[src/rtl/ibexc_data_sram_bridge.sv]
// ibexc_data_sram_bridge: bridges the core data port to a tagged single-port SRAM.
// Core side : data_req_i/gnt_o/rvalid_o handshake, 33-bit data (bit 32 = tag), data_err_o.
// SRAM side : ram_req_o/gnt_i, word address, byte and tag write enables, fixed-latency rdata.
// Status    : err_cnt_o, saturating count of error responses.
module ibexc_data_sram_bridge #(
    parameter logic [31:0] AddrBase   = 32'h2000_0000,
    parameter int unsigned MemAW      = 14,
    parameter int unsigned RamLatency = 1
) (
    input  logic             clk_i,
    input  logic             rst_i,
    input  logic             data_req_i,
    input  logic             data_is_cap_i,
    input  logic             data_we_i,
    input  logic [3:0]       data_be_i,
    input  logic [31:0]      data_addr_i,
    input  logic [32:0]      data_wdata_i,
    output logic             data_gnt_o,
    output logic             data_rvalid_o,
    output logic [32:0]      data_rdata_o,
    output logic             data_err_o,
    output logic             ram_req_o,
    input  logic             ram_gnt_i,
    output logic             ram_we_o,
    output logic [3:0]       ram_be_o,
    output logic             ram_tag_we_o,
    output logic [MemAW-1:0] ram_addr_o,
    output logic [32:0]      ram_wdata_o,
    input  logic [32:0]      ram_rdata_i,
    output logic [15:0]      err_cnt_o
);
    logic [31:0]           offs;
    logic                  bad;
    logic                  push;
    logic                  unused_offs;
    logic [RamLatency-1:0] vld_d, vld_q, err_d, err_q, we_d, we_q;
    logic [15:0]           err_cnt_d, err_cnt_q;

    // Unsigned wrap makes addresses below AddrBase land far outside the window.
    assign offs        = data_addr_i - AddrBase;
    assign unused_offs = ^offs[1:0];
    assign bad         = (offs[31:MemAW+2] != '0) |
                         (data_is_cap_i & ((data_be_i != 4'hF) | (data_addr_i[1:0] != 2'b00)));

    assign ram_req_o    = data_req_i & ~bad;
    assign data_gnt_o   = data_req_i & (bad | ram_gnt_i);
    assign ram_addr_o   = offs[MemAW+1:2];
    assign ram_be_o     = data_be_i;
    assign ram_we_o     = data_we_i;
    assign ram_tag_we_o = data_we_i;
    // Only capability stores may set the tag; any other store invalidates it.
    assign ram_wdata_o  = {data_is_cap_i & data_wdata_i[32], data_wdata_i[31:0]};
    assign push         = data_req_i & data_gnt_o;

    assign data_rvalid_o = vld_q[RamLatency-1];
    assign data_err_o    = vld_q[RamLatency-1] & err_q[RamLatency-1];
    assign data_rdata_o  = (vld_q[RamLatency-1] & ~err_q[RamLatency-1] & ~we_q[RamLatency-1]) ?
                           ram_rdata_i : 33'h0;
    assign err_cnt_o     = err_cnt_q;

    // Response shift register: new entry at bit 0, output taken from the top bit.
    always_comb begin
        vld_d     = RamLatency'({vld_q, push});
        err_d     = RamLatency'({err_q, bad});
        we_d      = RamLatency'({we_q, data_we_i});
        err_cnt_d = (data_err_o && err_cnt_q != 16'hFFFF) ? err_cnt_q + 16'd1 : err_cnt_q;
    end

    always_ff @(posedge clk_i) begin
        if (rst_i) begin
            vld_q     <= '0;
            err_cnt_q <= '0;
        end else begin
            vld_q     <= vld_d;
            err_cnt_q <= err_cnt_d;
        end
        err_q <= err_d;
        we_q  <= we_d;
    end
endmodule

[config.mk]
export PLATFORM = sky130hd
export DESIGN_NAME = ibexc_data_sram_bridge
export DESIGN_NICKNAME = d
export VERILOG_FILES = /design/src/rtl/ibexc_data_sram_bridge.sv
export SDC_FILE = /design/constraint.sdc
export NUM_CORES = 1
export LEC_CHECK = 0
export ABC_AREA = 1
export CAP_MARGIN = 10
export CELL_PAD_IN_SITES_DETAIL_PLACEMENT = 0
export CELL_PAD_IN_SITES_GLOBAL_PLACEMENT = 1
export CORE_MARGIN = 1
export CORE_UTILIZATION = 17
export DETAILED_ROUTE_END_ITERATION = 12
export HOLD_SLACK_MARGIN = 0.12
export PLACE_DENSITY = 0.8
export SLEW_MARGIN = 20
export SYNTH_ARGS = -nofsm -noshare
export SYNTH_HDL_FRONTEND = slang
export SYNTH_SLANG_ARGS = --single-unit
export TNS_END_PERCENT = 50
[constraint.sdc]
create_clock -name clk_i -period 1.6 [get_ports clk_i]
set_input_delay 0.32 -clock clk_i [delete_from_list [all_inputs] [get_ports clk_i]]
set_output_delay 0.32 -clock clk_i [all_outputs]
set_load 0.02 [all_outputs]
# Word-level counts from Yosys, hierarchy flattened
# Cells that the tools add are included.
[totals]
register_bits = 19
inputBits = 108
out_inout_bits = 106
word_cells = 26
[classes]
addsub = 2
n_eq_ne = 2
n_mux = 1
bitwise_logic = 14
n_reduce_logical = 3
[ops]
columns = ["op", "count"]
rows = [
  ["2-to-1 mux 33 bit", 1],
  ["subtractor 32 x 30 -> 32 bit (second input constant)", 1],
  ["adder 16 x 1 -> 16 bit (second input constant)", 1],
  ["inequality test 16 bit (second input constant)", 1],
  ["nonzero test 16 bit", 1],
  ["AND 1 bit", 8],
  ["inequality test 4 bit (second input constant)", 1],
  ["inverter 1 bit", 3],
  ["OR 1 bit", 3],
  ["nonzero test 2 bit", 1],
  ["logical AND 1 bit", 1],
]

# Logic depth before layout (Yosys ltp)
# Gate-level depths: netlist of the first run.
[depth]
depth_word = 7
mapped_depth = 9
depth_no_buf = 9

# Worst setup path before layout of the first run
# Ideal clock, no wire load.
[synth_timing]
path_kind = "register to output"
from = "reg vld_q, in the netlist data_rvalid_o"
to = "out data_rdata_o[10]"
t_arrival_ps = 1463
required_time_ps = 1280
setup_slack_ps = -183
path_stages_with_launch = 5
n_path_buf = 2
path_cell_list = "dfxtp_1 or3b_2 buf_2 buf_6 nor2_1"
[synth_between]
elab_chain_cells = 3
[synth_lines]
columns = ["element", "line", "text"]
rows = [
  ["from (decl)", "36", "logic [RamLatency-1:0] vld_d, vld_q, err_d, err_q, we_d, we_q;"],
  ["from (signal assigned)", "74", "vld_q <= vld_d;"],
  ["AND 1 bit (2 in a row)", "57", "assign data_rdata_o = (vld_q[RamLatency-1] & ~err_q[RamLatency-1] & ~we_q[RamLatency-1]) ?"],
  ["2-to-1 mux 33 bit", "57", ""],
  ["to (decl)", "20", "output logic [32:0] data_rdata_o,"],
]
# Every way passes these cells.

# Final worst setup path of the first run
[layout_timing]
from = "reg vld_q, in the netlist data_rvalid_o"
to = "out data_rdata_o[16]"
# The elaborated chain is that of the path after synthesis.

==> results.md, run 1 <==
- Vias per Instance: 3.932
- Register area share after synthesis: 19.07%
- I/O pin count: 214
- Status: finished, violations left
- YS warnings: 0
- HPWL Detailed: 5267 µm
- Violated checks: negative setup slack
- Slew @ Worst Pin: 301.4 ps
- Met3 usage in global routing: 2.352%
- Cell area after synthesis: 1994 µm²
- CP startpoint: data_rvalid_o
- Area grow syn2layout: 78.29%
- Diode count: 0
- Clk Latency, worst-skew pair: 250 ps
- Slew Limit Headroom: 79.99%
- CTS Buf Count: 3
- FF/Latch Area: 384.1 µm²
- Startpoint type of the worst setup path: register
- Initial DRC Count: 62
- Synth Area per Inst: 5.953 µm²
- Setup-failing EPs final: 36
- Final WS setup: -192.4 ps
- Hold Path Cell Cnt: 2
- Sw Share: 24.98%
- Pwr/cell area: 376.1 nW/µm²
- Worst Skew: 1.589 ps
- Final Non-Filler Cells: 571
- Final period util: 112.0%
- Total of max-cap violations: 0
- Util after Layout: 31.14%
- Clock period minus worst slack: 1792 ps
- Hold_sp: err_cnt_o[1]
- Gr usage total: 9.867%
- Reg2reg start: err_cnt_o[1]
- TNS Setup: -5826 ps
- Combinational Power Share: 25.4%
- Syn Nets: 445
- # port buffers: 121
- Top Usage Layer GRT: met2
- Cell leakage power: 1.683 nW
- Seq cells post-synth: 19
- Design area: 3556 µm²
- Residual DRC: 0
- Die footprint: 12170 µm²
- CP endpoint kind: output port
- Clk slew on worst S/H paths: 60 ps
- Critical Path RT: 1280 ps
- Unrepaired setup endpoints after global routing: true
- Initial Util: 17.47%
- Final Hold Fails: 0
- WP data arrival: 1470 ps
- Psw: 0.3340 mW
- Hold WS: 526.3 ps
- Library cells used by synthesis: 25
- Antenna violations before repair: 0
- P_int: 1.003 mW
- Met1 Use GR: 10.38%
- DP Worst Slack: -901.6 ps
- Area of the multi-input gates: 1211 µm²
- Vias in the first global route: 2102
- Clk buf depth: 2
- Core area: 11420 µm²
- First-pass DRT Iterations: 4
- Worst-case reg-to-reg path depth: 8
- Met2 Use GR: 18.77%
- Clock power share: 38.4%
- Root buffer cell: clkbuf_16
- Nets: 539
- Row cnt: 39
- Fillers: 1256
- Hold Path Class: reg -> reg
- Slew Limit Fails: 0
- Dpl cell area: 3338 µm²
- Overflow after GRT: 0
- Number of H-tree levels: 1
- Layout cells sized above 1: 31.78%
- Hold buffer count at cts: 0
- Clock Sinks: 19
- Die Width: 110.3 µm
- Final WL: 6536 µm
- Seq pwr share: 36.1%
- Peak VDD IR: 0.0003136 V
- Largest net degree at the start of global routing: 24
- First-pass GRT wire length: 9584 µm
- Max Fanout on Critical Path: 5
- Die height: 110.3 µm
- CTS tree: done
- Setup CP Type: reg -> out
- Routed WL per cell: 11.45 µm
- Instance count of the mapped netlist: 335
- Antenna viol nets, final: 0
- Placed instance count: 560
- Via count: 2245
- GPL Wtd Cong: 0.8930
- FMAX: 0.5579 GHz
- Power Total: 1.337 mW
==> kinds of logic after synthesis <==
group                    Yosys count  share of synthesized area [%]
AND/OR/NAND/NOR                  173                          37.70
buffers and inverters            122                          34.38
flip-flops                        19                          19.07
AO/OA/AOI/OAI                     12                          4.517
XOR/XNOR                           7                          3.074
adder cells (fa/ha/maj)            2                          1.255
==> cell usage after synthesis <==
cell      instances  area share (%)
nand2_2           3            0.94
xnor2_1           5             2.2
nand3_1          11             2.8
nor3_1            2            0.50
nand4_1           8             2.5
clkbuf_2          1            0.25
buf_6             4             2.3
nor2_2            4             1.3
nand3_2           1            0.50
a21oi_2           8             3.5
o21ai_1           2            0.50
nand2_1          63              12
a21oi_1           2            0.50
inv_1            59              11
buf_4            52              20
buf_2             1            0.25
nor2_1           75              14
nand2_4           3             1.7
ha_1              2             1.3
clkinv_1          1            0.19
nor2_4            2             1.1
dfxtp_1          19              19
inv_2             4            0.75
xor2_1            2            0.88
or3b_2            1            0.44
==> cell usage in the layout, fill, tap and decap left out, types with 2 or more instances in the layout <==
cell type | Yosys | layout
buf_4 | 52 | 24
nor2_1 | 75 | 40
nand4_1 | 8 | 8
a21oi_1 | 2 | 2
nor2_2 | 4 | 6
xnor2_1 | 5 | 4
xor2_1 | 2 | 2
a21oi_2 | 8 | 8
o21ai_1 | 2 | 2
nand2_2 | 3 | 4
dlygate4sd2_1 | 0 | 29
nor2_4 | 2 | 35
inv_1 | 59 | 58
buf_2 | 1 | 3
nand2_1 | 63 | 62
dfxtp_1 | 19 | 18
clkdlybuf4s15_1 | 0 | 7
inv_2 | 4 | 5
buf_6 | 4 | 31
nand3_1 | 11 | 11
nand2_4 | 3 | 3
clkbuf_16 | 0 | 5
clkdlybuf4s50_1 | 0 | 43
dlymetal6s2s_1 | 0 | 3
==> worst max-delay path, cell delays in order (launching register included) <==
cell and delay [ps]:
dfxtp_4 330, or3b_4 470, buf_8 190, nor2_4 70, clkbuf_4 170
==> power by group through the flow <==
stage	sequential [mW]	clock, mW	combinational (mW)
detailed placement	0.494	0	0.346
finish	0.483	0.514	0.340
floorplan	0.502	0	0.288
CTS	0.483	0.529	0.335
global route	0.484	0.549	0.370
global placement	0.494	0	0.342
==> final timing paths <==
kind,endpoint,slack [ps]
worst max-delay path,data_rdata_o[16],-190
worst min-delay path,err_cnt_o[1],530
worst max register to register,err_cnt_o[13],100
worst min register to register,err_cnt_o[1],530
==> state kept, by name (all words and copies together), names as in the netlist <==
name / count
data_rvalid_o: 1
we_q: 1
err_q: 1
err_cnt_o: 16
==> final cells by class <==
| cell class | count | share of cell area, % |
|---|---|---|
| sequential | 19 | 10.80 |
| tap | 143 | 5.032 |
| clock inverter | 1 | 0.1407 |
| multi-input combinational | 194 | 34.06 |
| inverter | 64 | 6.756 |
| clock buffer | 3 | 2.111 |
| timing repair buffer | 147 | 41.10 |
==> per-layer routing <==
| metal | part of all wire, % | routed length (µm) |
|---|---|---|
| met5 | 0 | 0 |
| met4 | 1.9 | 121 |
| met3 | 9.6 | 628 |
| met2 | 51 | 3346 |
| met1 | 37 | 2440 |
==> timing repair <==
action	CTS	global route
setup buffers	4	1
cloned	0	3
pin swaps	22	7
gates resized for setup	195	84
setup endpoints to repair	57	43
Note: power is estimated with default switching activity, not from simulation.
==> run 2, diff against run 1 <==
--- a/config.mk
+++ b/config.mk
@@ -9,11 +9,12 @@
 export CAP_MARGIN = 10
 export CELL_PAD_IN_SITES_DETAIL_PLACEMENT = 0
 export CELL_PAD_IN_SITES_GLOBAL_PLACEMENT = 1
+export CORE_ASPECT_RATIO = 1.25
 export CORE_MARGIN = 1
-export CORE_UTILIZATION = 17
+export CORE_UTILIZATION = 18
 export DETAILED_ROUTE_END_ITERATION = 12
 export HOLD_SLACK_MARGIN = 0.12
-export PLACE_DENSITY = 0.8
+export PLACE_DENSITY = 0.84
 export SLEW_MARGIN = 20
 export SYNTH_ARGS = -nofsm -noshare
 export SYNTH_HDL_FRONTEND = slang
==> constraint.sdc (replaced) <==
create_clock -name clk_i -period 2.13 [get_ports clk_i]
set_input_delay 0.426 -clock clk_i [delete_from_list [all_inputs] [get_ports clk_i]]
set_output_delay 0.426 -clock clk_i [all_outputs]
set_load 0.02 [all_outputs]
==> run 2 against run 1 <==
The run now ends clean. Final cell count shrank 5.1%. Total power decreased by 26%. Clock skew rose by 1.3 ps. Core utilization down 3.2 points. First-iteration DRC count decreased by 3.2%. Global-route usage down 0.53 points. Register-to-register slack gained 410 ps. Die area shrank 5.4%. Sequential share of layout area rose by 2.0 points. Flip-flop and latch count unchanged. Non-clock buffer count decreased by 18. Critical path type unchanged.
==> results.md, run 2 (synthesis results as in run 1) <==
- Diode count: 0 (unchanged)
- Die Width: 96.15 µm (-13%)
- Via count: 2117 (-5.7%)
- Clock Sinks: 19 (unchanged)
- Vias per Instance: 3.906 (-0.66%)
- Clk Latency, worst-skew pair: 250 ps (about the same)
- Placed instance count: 536 (-4.3%)
- Vias in the first global route: 1992 (-5.2%)
- CP cell instances: or3b_2, buf_12, nor2_1, dlygate4sd2_1
- Cell leakage power: 1.390 nW (-17%)
- Final WL: 5730 µm (-12%)
- Unrepaired setup endpoints after global routing: true
- Startpoint type of the worst setup path: register
- Clk slew on worst S/H paths: 60 ps (about the same)
- TNS Setup: 0 ps (+5826 ps)
- Highest-delay cell along the critical path: or3b_2
- Dpl cell area: 2983 µm² (-11%)
- Root buffer cell: clkbuf_16
- Power Total: 0.9911 mW (-26%)
- HPWL Detailed: 4747 µm (-9.9%)
- WP data arrival: 1660 ps (+190 ps)
- Layout cells sized above 1: 16.59% (-15 points)
- Area grow syn2layout: 49.37%
- Total of max-cap violations: 0 (unchanged)
- First-pass DRT Iterations: 4 (unchanged)
- Antenna violations before repair: 0 (unchanged)
- Peak VDD IR: 0.0002444 V (-22%)
- Largest net degree at the start of global routing: 34 (+42%)
- Gr usage total: 9.341% (-0.53 points)
- CP endpoint kind: output port
- FMAX: 0.4801 GHz
- GPL Wtd Cong: 0.8202 (-8.2%)
- Antenna viol nets, final: 0 (unchanged)
- Psw: 0.2346 mW (-30%)
- Slew @ Worst Pin: 466.1 ps (+164.6 ps)
- Setup CP Type: reg -> out
- Largest register FFs: 16 (unchanged)
- First-pass GRT wire length: 8618 µm (-10%)
- CTS tree: done
- # port buffers: 121 (unchanged)
- Worst Skew: 2.851 ps (+1.262 ps)
- Design area: 2979 µm² (-16%)
- Hold WS: 524.7 ps (-1.566 ps)
- Die footprint: 11510 µm² (-5.4%)
- Row cnt: 42 (+7.7%)
- Final Hold Fails: 0 (unchanged)
- Sw Share: 23.67% (-1.3 points)
- Clock power share: 40.0% (+1.6 points)
- Setup-failing EPs final: 0 (-100%)
- Combinational Power Share: 23.1% (-2.3 points)
- Pwr/cell area: 332.7 nW/µm² (-12%)
- Final Non-Filler Cells: 542 (-5.1%)
- Number of H-tree levels: 1 (unchanged)
- Die height: 119.7 µm (+8.5%)
- Util after Layout: 27.93% (-3.2 points)
- I/O pin count: 214 (unchanged)
- Final period util: 97.79%
- Status: completed
- Commonest non-fill, non-tap cell in the layout: clkdlybuf4s50_1
- Nets: 521 (-3.3%)
- Critical Path RT: 1700 ps (+420 ps)
- Slew Limit Headroom: 68.90% (-11 points)
- Routed WL per cell: 10.57 µm (-7.6%)
- Initial DRC Count: 60 (-3.2%)
- Initial Util: 18.70% (+1.2 points)
- Clock period minus worst slack: 2083 ps
- Hold Path Cell Cnt: 2 (unchanged)
- Overflow after GRT: 0 (unchanged)
- Seq pwr share: 36.9% (+0.8 points)
- Worst-case reg-to-reg path depth: 7 (-1)
- Final WS setup: 46.99 ps (+239.4 ps)
- Hold buffer count at cts: 0 (unchanged)
- Slew Limit Fails: 0 (unchanged)
- Hold Path Class: reg -> reg
- Clk buf depth: 2 (unchanged)
- Crit path largest cell delay: 500 ps (+30 ps)
- Max Fanout on Critical Path: 33 (+28)
- CTS Buf Count: 3 (unchanged)
- Commonest non-fill, non-tap cells in the layout: clkdlybuf4s50_1 (82), nor2_1 (72), nand2_1 (62)
- DP Worst Slack: -569.3 ps (+332.4 ps)
- Residual DRC: 0 (unchanged)
- P_int: 0.7566 mW (-25%)
- Core area: 10670 µm² (-6.6%)
-- run 2: layer usage --
metal  vias to the layer above  global-route usage, %  wire [µm]
li1                       1081                      -          -
met2                       109                  17.86       2753
met5                         -                      0          0
met3                        26                  2.598        610
met4                         0                  4.011        211
met1                       901                  8.968       2154
-- run 2: final timing paths --
| path | from | endpoint | slack (ps) |
|---|---|---|---|
| worst max-delay path | err_q | data_rdata_o[30] | 50 |
| worst min-delay path | err_cnt_o[13] | err_cnt_o[13] | 520 |
| worst min register to register | err_cnt_o[13] | err_cnt_o[13] | 520 |
| worst max register to register | err_cnt_o[0] | err_cnt_o[2] | 510 |
-- run 2: layout make-up --
cell class                      count  area, µm²
Sequential cell                    19      380.4
Timing Repair Buffer              129       1162
Inverter                           64      240.2
Clock buffer                        4      78.83
Tap cell                          132      165.2
Fill cell                        1179       7689
Multi-Input combinational cell    194      952.2
-- run 2: power by group through the flow --
stage                     Clock (mW)  Sequential, mW  Combinational (mW)
final                          0.397           0.366               0.228
after global routing           0.428           0.367               0.250
after CTS                      0.408           0.366               0.230
after detailed placement           0           0.374               0.228
after global placement             0           0.374               0.225
after floorplan                    0           0.378               0.199
-- run 2: critical path: cells and delay by family (launching register included) --
kind	cells	cell delay, ps
buf+inv	2	520
flops	1	300
simple gates	2	580
-- run 2: repair_timing --
action | CTS | global route
pin swaps | 8 | 4
setup buffers | 2 | 1
endpoints found under the hold margin | 0 | 0
setup endpoints to repair | 35 | 34
gates resized for setup | 49 | 59
==> run 3, diff against run 2 <==
--- a/config.mk
+++ b/config.mk
@@ -14,6 +14,7 @@
 export CORE_UTILIZATION = 18
 export DETAILED_ROUTE_END_ITERATION = 12
 export HOLD_SLACK_MARGIN = 0.12
+export MAX_ROUTING_LAYER = met4
 export PLACE_DENSITY = 0.84
 export SLEW_MARGIN = 20
 export SYNTH_ARGS = -nofsm -noshare
==> run 3 against run 2 <==
Final cell count stayed put. Flip-flop and latch count stayed put. Sequential share of layout area stayed put. Setup slack better by 0.59 ps. Worst hold slack hardly changed. Final area stayed put. Maximum frequency hardly changed. Critical endpoint unchanged. Largest power group unchanged.
==> results.md, run 3 (synthesis results as in run 1) <==
- Clk buf depth: 2 (unchanged)
- Diode count: 0 (unchanged)
- WP data arrival: 1660 ps (about the same)
- Crit path largest cell delay: 500 ps (about the same)
- Die Width: 96.15 µm (unchanged)
- Final WS setup: 47.59 ps (+0.5932 ps)
- Met1 WL: 2193 µm (+1.8%)
- Fillers: 1179 (unchanged)
- Setup CP Type: reg -> out
- GPL Wtd Cong: 0.8324 (+1.5%)
- Unrepaired setup endpoints after global routing: true
- Layout cells sized above 1: 16.59% (unchanged)
- Number of H-tree levels: 1 (unchanged)
- Highest-delay cell along the critical path: or3b_2
- Critical Path RT: 1700 ps (about the same)
- Slew @ Worst Pin: 467.5 ps (+1.408 ps)
- Final WL: 5744 µm (+0.24%)
- CTS Buf Count: 3 (unchanged)
- Slew Limit Headroom: 68.80% (-0.094 points)
- Top Metal Used: met4
- Clock period minus worst slack: 2082 ps (-0.5932 ps)
- Setup-failing EPs final: 0 (unchanged)
- First-pass DRT Iterations: 4 (unchanged)
- Total of max-cap violations: 0 (unchanged)
- First-pass GRT wire length: 8625 µm (about the same)
- Clk slew on worst S/H paths: 60 ps (about the same)
- I/O pin count: 214 (unchanged)
- CP cell instances: or3b_2, buf_12, nor2_1, dlygate4sd2_1
- Largest net degree at the start of global routing: 34 (unchanged)
- Initial Util: 18.70% (unchanged)
- CP endpoint kind: output port
- Status: completed
- Hold buffer count at cts: 0 (unchanged)
- Commonest non-fill, non-tap cell in the layout: clkdlybuf4s50_1
- Core area: 10670 µm² (unchanged)
- Gr usage total: 9.609% (+0.27 points)
- Row cnt: 42 (unchanged)
- Overflow after GRT: 0 (unchanged)
- Clk Latency, worst-skew pair: 250 ps (about the same)
- Vias in the first global route: 1990 (-0.10%)
- Peak VDD IR: 0.0002450 V (+0.27%)
- Clock Sinks: 19 (unchanged)
- Final period util: 97.77% (about the same)
- Die footprint: 11510 µm² (unchanged)
- Vias per Instance: 3.908 (about the same)
- # port buffers: 121 (unchanged)
- Final Hold Fails: 0 (unchanged)
- Root buffer cell: clkbuf_16
- Via count: 2118 (+0.047%)
- Worst Skew: 3.285 ps (+0.4341 ps)
- Max Fanout on Critical Path: 33 (unchanged)
- Commonest non-fill, non-tap cells in the layout: clkdlybuf4s50_1 (82), nor2_1 (72), nand2_1 (62)
- Power Total: 0.9910 mW (about the same)
- Area of the multi-input gates: 952.2 µm² (unchanged)
- Initial DRC Count: 62 (+3.3%)
- Area grow syn2layout: 49.37% (unchanged)
- Die height: 119.7 µm (unchanged)
- Routed wl met3: 580 µm (-4.9%)
- Largest register FFs: 16 (unchanged)
- Residual DRC: 0 (unchanged)
- Cell leakage power: 1.390 nW (unchanged)
- DP Worst Slack: -569.3 ps (unchanged)
- Nets: 521 (unchanged)
- Placed instance count: 536 (unchanged)
- Met2 routed WL: 2760 µm (+0.25%)
- HPWL Detailed: 4747 µm (unchanged)
- Hold WS: 524.8 ps (+0.03100 ps)
- Antenna viol nets, final: 0 (unchanged)
- FMAX: 0.4802 GHz (about the same)
- Hold Path Class: reg -> reg
- FF/Latch Area: 380.4 µm² (unchanged)
- Slew Limit Fails: 0 (unchanged)
- Routed WL per cell: 10.60 µm (+0.24%)
- Final Non-Filler Cells: 542 (unchanged)
- Antenna violations before repair: 0 (unchanged)
- Pwr/cell area: 332.6 nW/µm² (about the same)
- Startpoint type of the worst setup path: register
- CTS tree: done
run 3: cell counts in the layout (fill, tap and decap cells not counted):
Identical to the previous run, type by type.
run 3: power breakdown:
part	internal, mW	switching [mW]
Sequential	0.360	0.00592
Clock	0.255	0.141
Combinational	0.141	0.0873
run 3: worst max-delay path: cells and delay by family, from the launching register on:
family / cells / cell delay, ps
buffers and inverters: 2 / 520
DFF: 1 / 300
and+or+nand+nor: 2 / 580
run 3: path summary, 6_finish.rpt:
| path | from | to | slack (ps) | cells after the start |
|---|---|---|---|---|
| min | err_cnt_o[13] | err_cnt_o[13] | 520 | 2 |
| max | err_q | data_rdata_o[30] | 50 | 4 |
| max reg2reg | err_cnt_o[0] | err_cnt_o[3] | 500 | 7 |
| min reg2reg | err_cnt_o[13] | err_cnt_o[13] | 520 | 2 |
run 3: final cells by class:
type	instances	share of cell area [%]
Clock buffer	4	2.646
Tap cell	132	5.544
Sequential cell	19	12.77
Inverter	64	8.064
Timing Repair Buffer	129	39.02
Multi-Input combinational cell	194	31.96
run 3: timing repair:
action,in CTS,in global routing
gates resized for setup,49,59
setup endpoints to repair,35,34
pin swaps,8,4
buffers inserted,2,1
run 3: routing by layer:
| layer | global-route usage (%) | up-vias |
|---|---|---|
| li1 | - | 1081 |
| met1 | 9.161 | 904 |
| met2 | 17.86 | 107 |
| met3 | 2.345 | 26 |
| met4 | 4.011 | 0 |
| met5 | - | - |
run 3: through the flow:
| step | cell area, µm² | TNS (ps) | utilization (%) |
|---|---|---|---|
| floorplan | 1994 | 0 | - |
| global placement | 2983 | -1061 | 27.96 |
| detailed placement | 2983 | -1133 | 27.96 |
| CTS | 3034 | 0 | 28.44 |
| global route | 2979 | -12.17 | 27.93 |
| finish | 2979 | 0 | 27.93 |
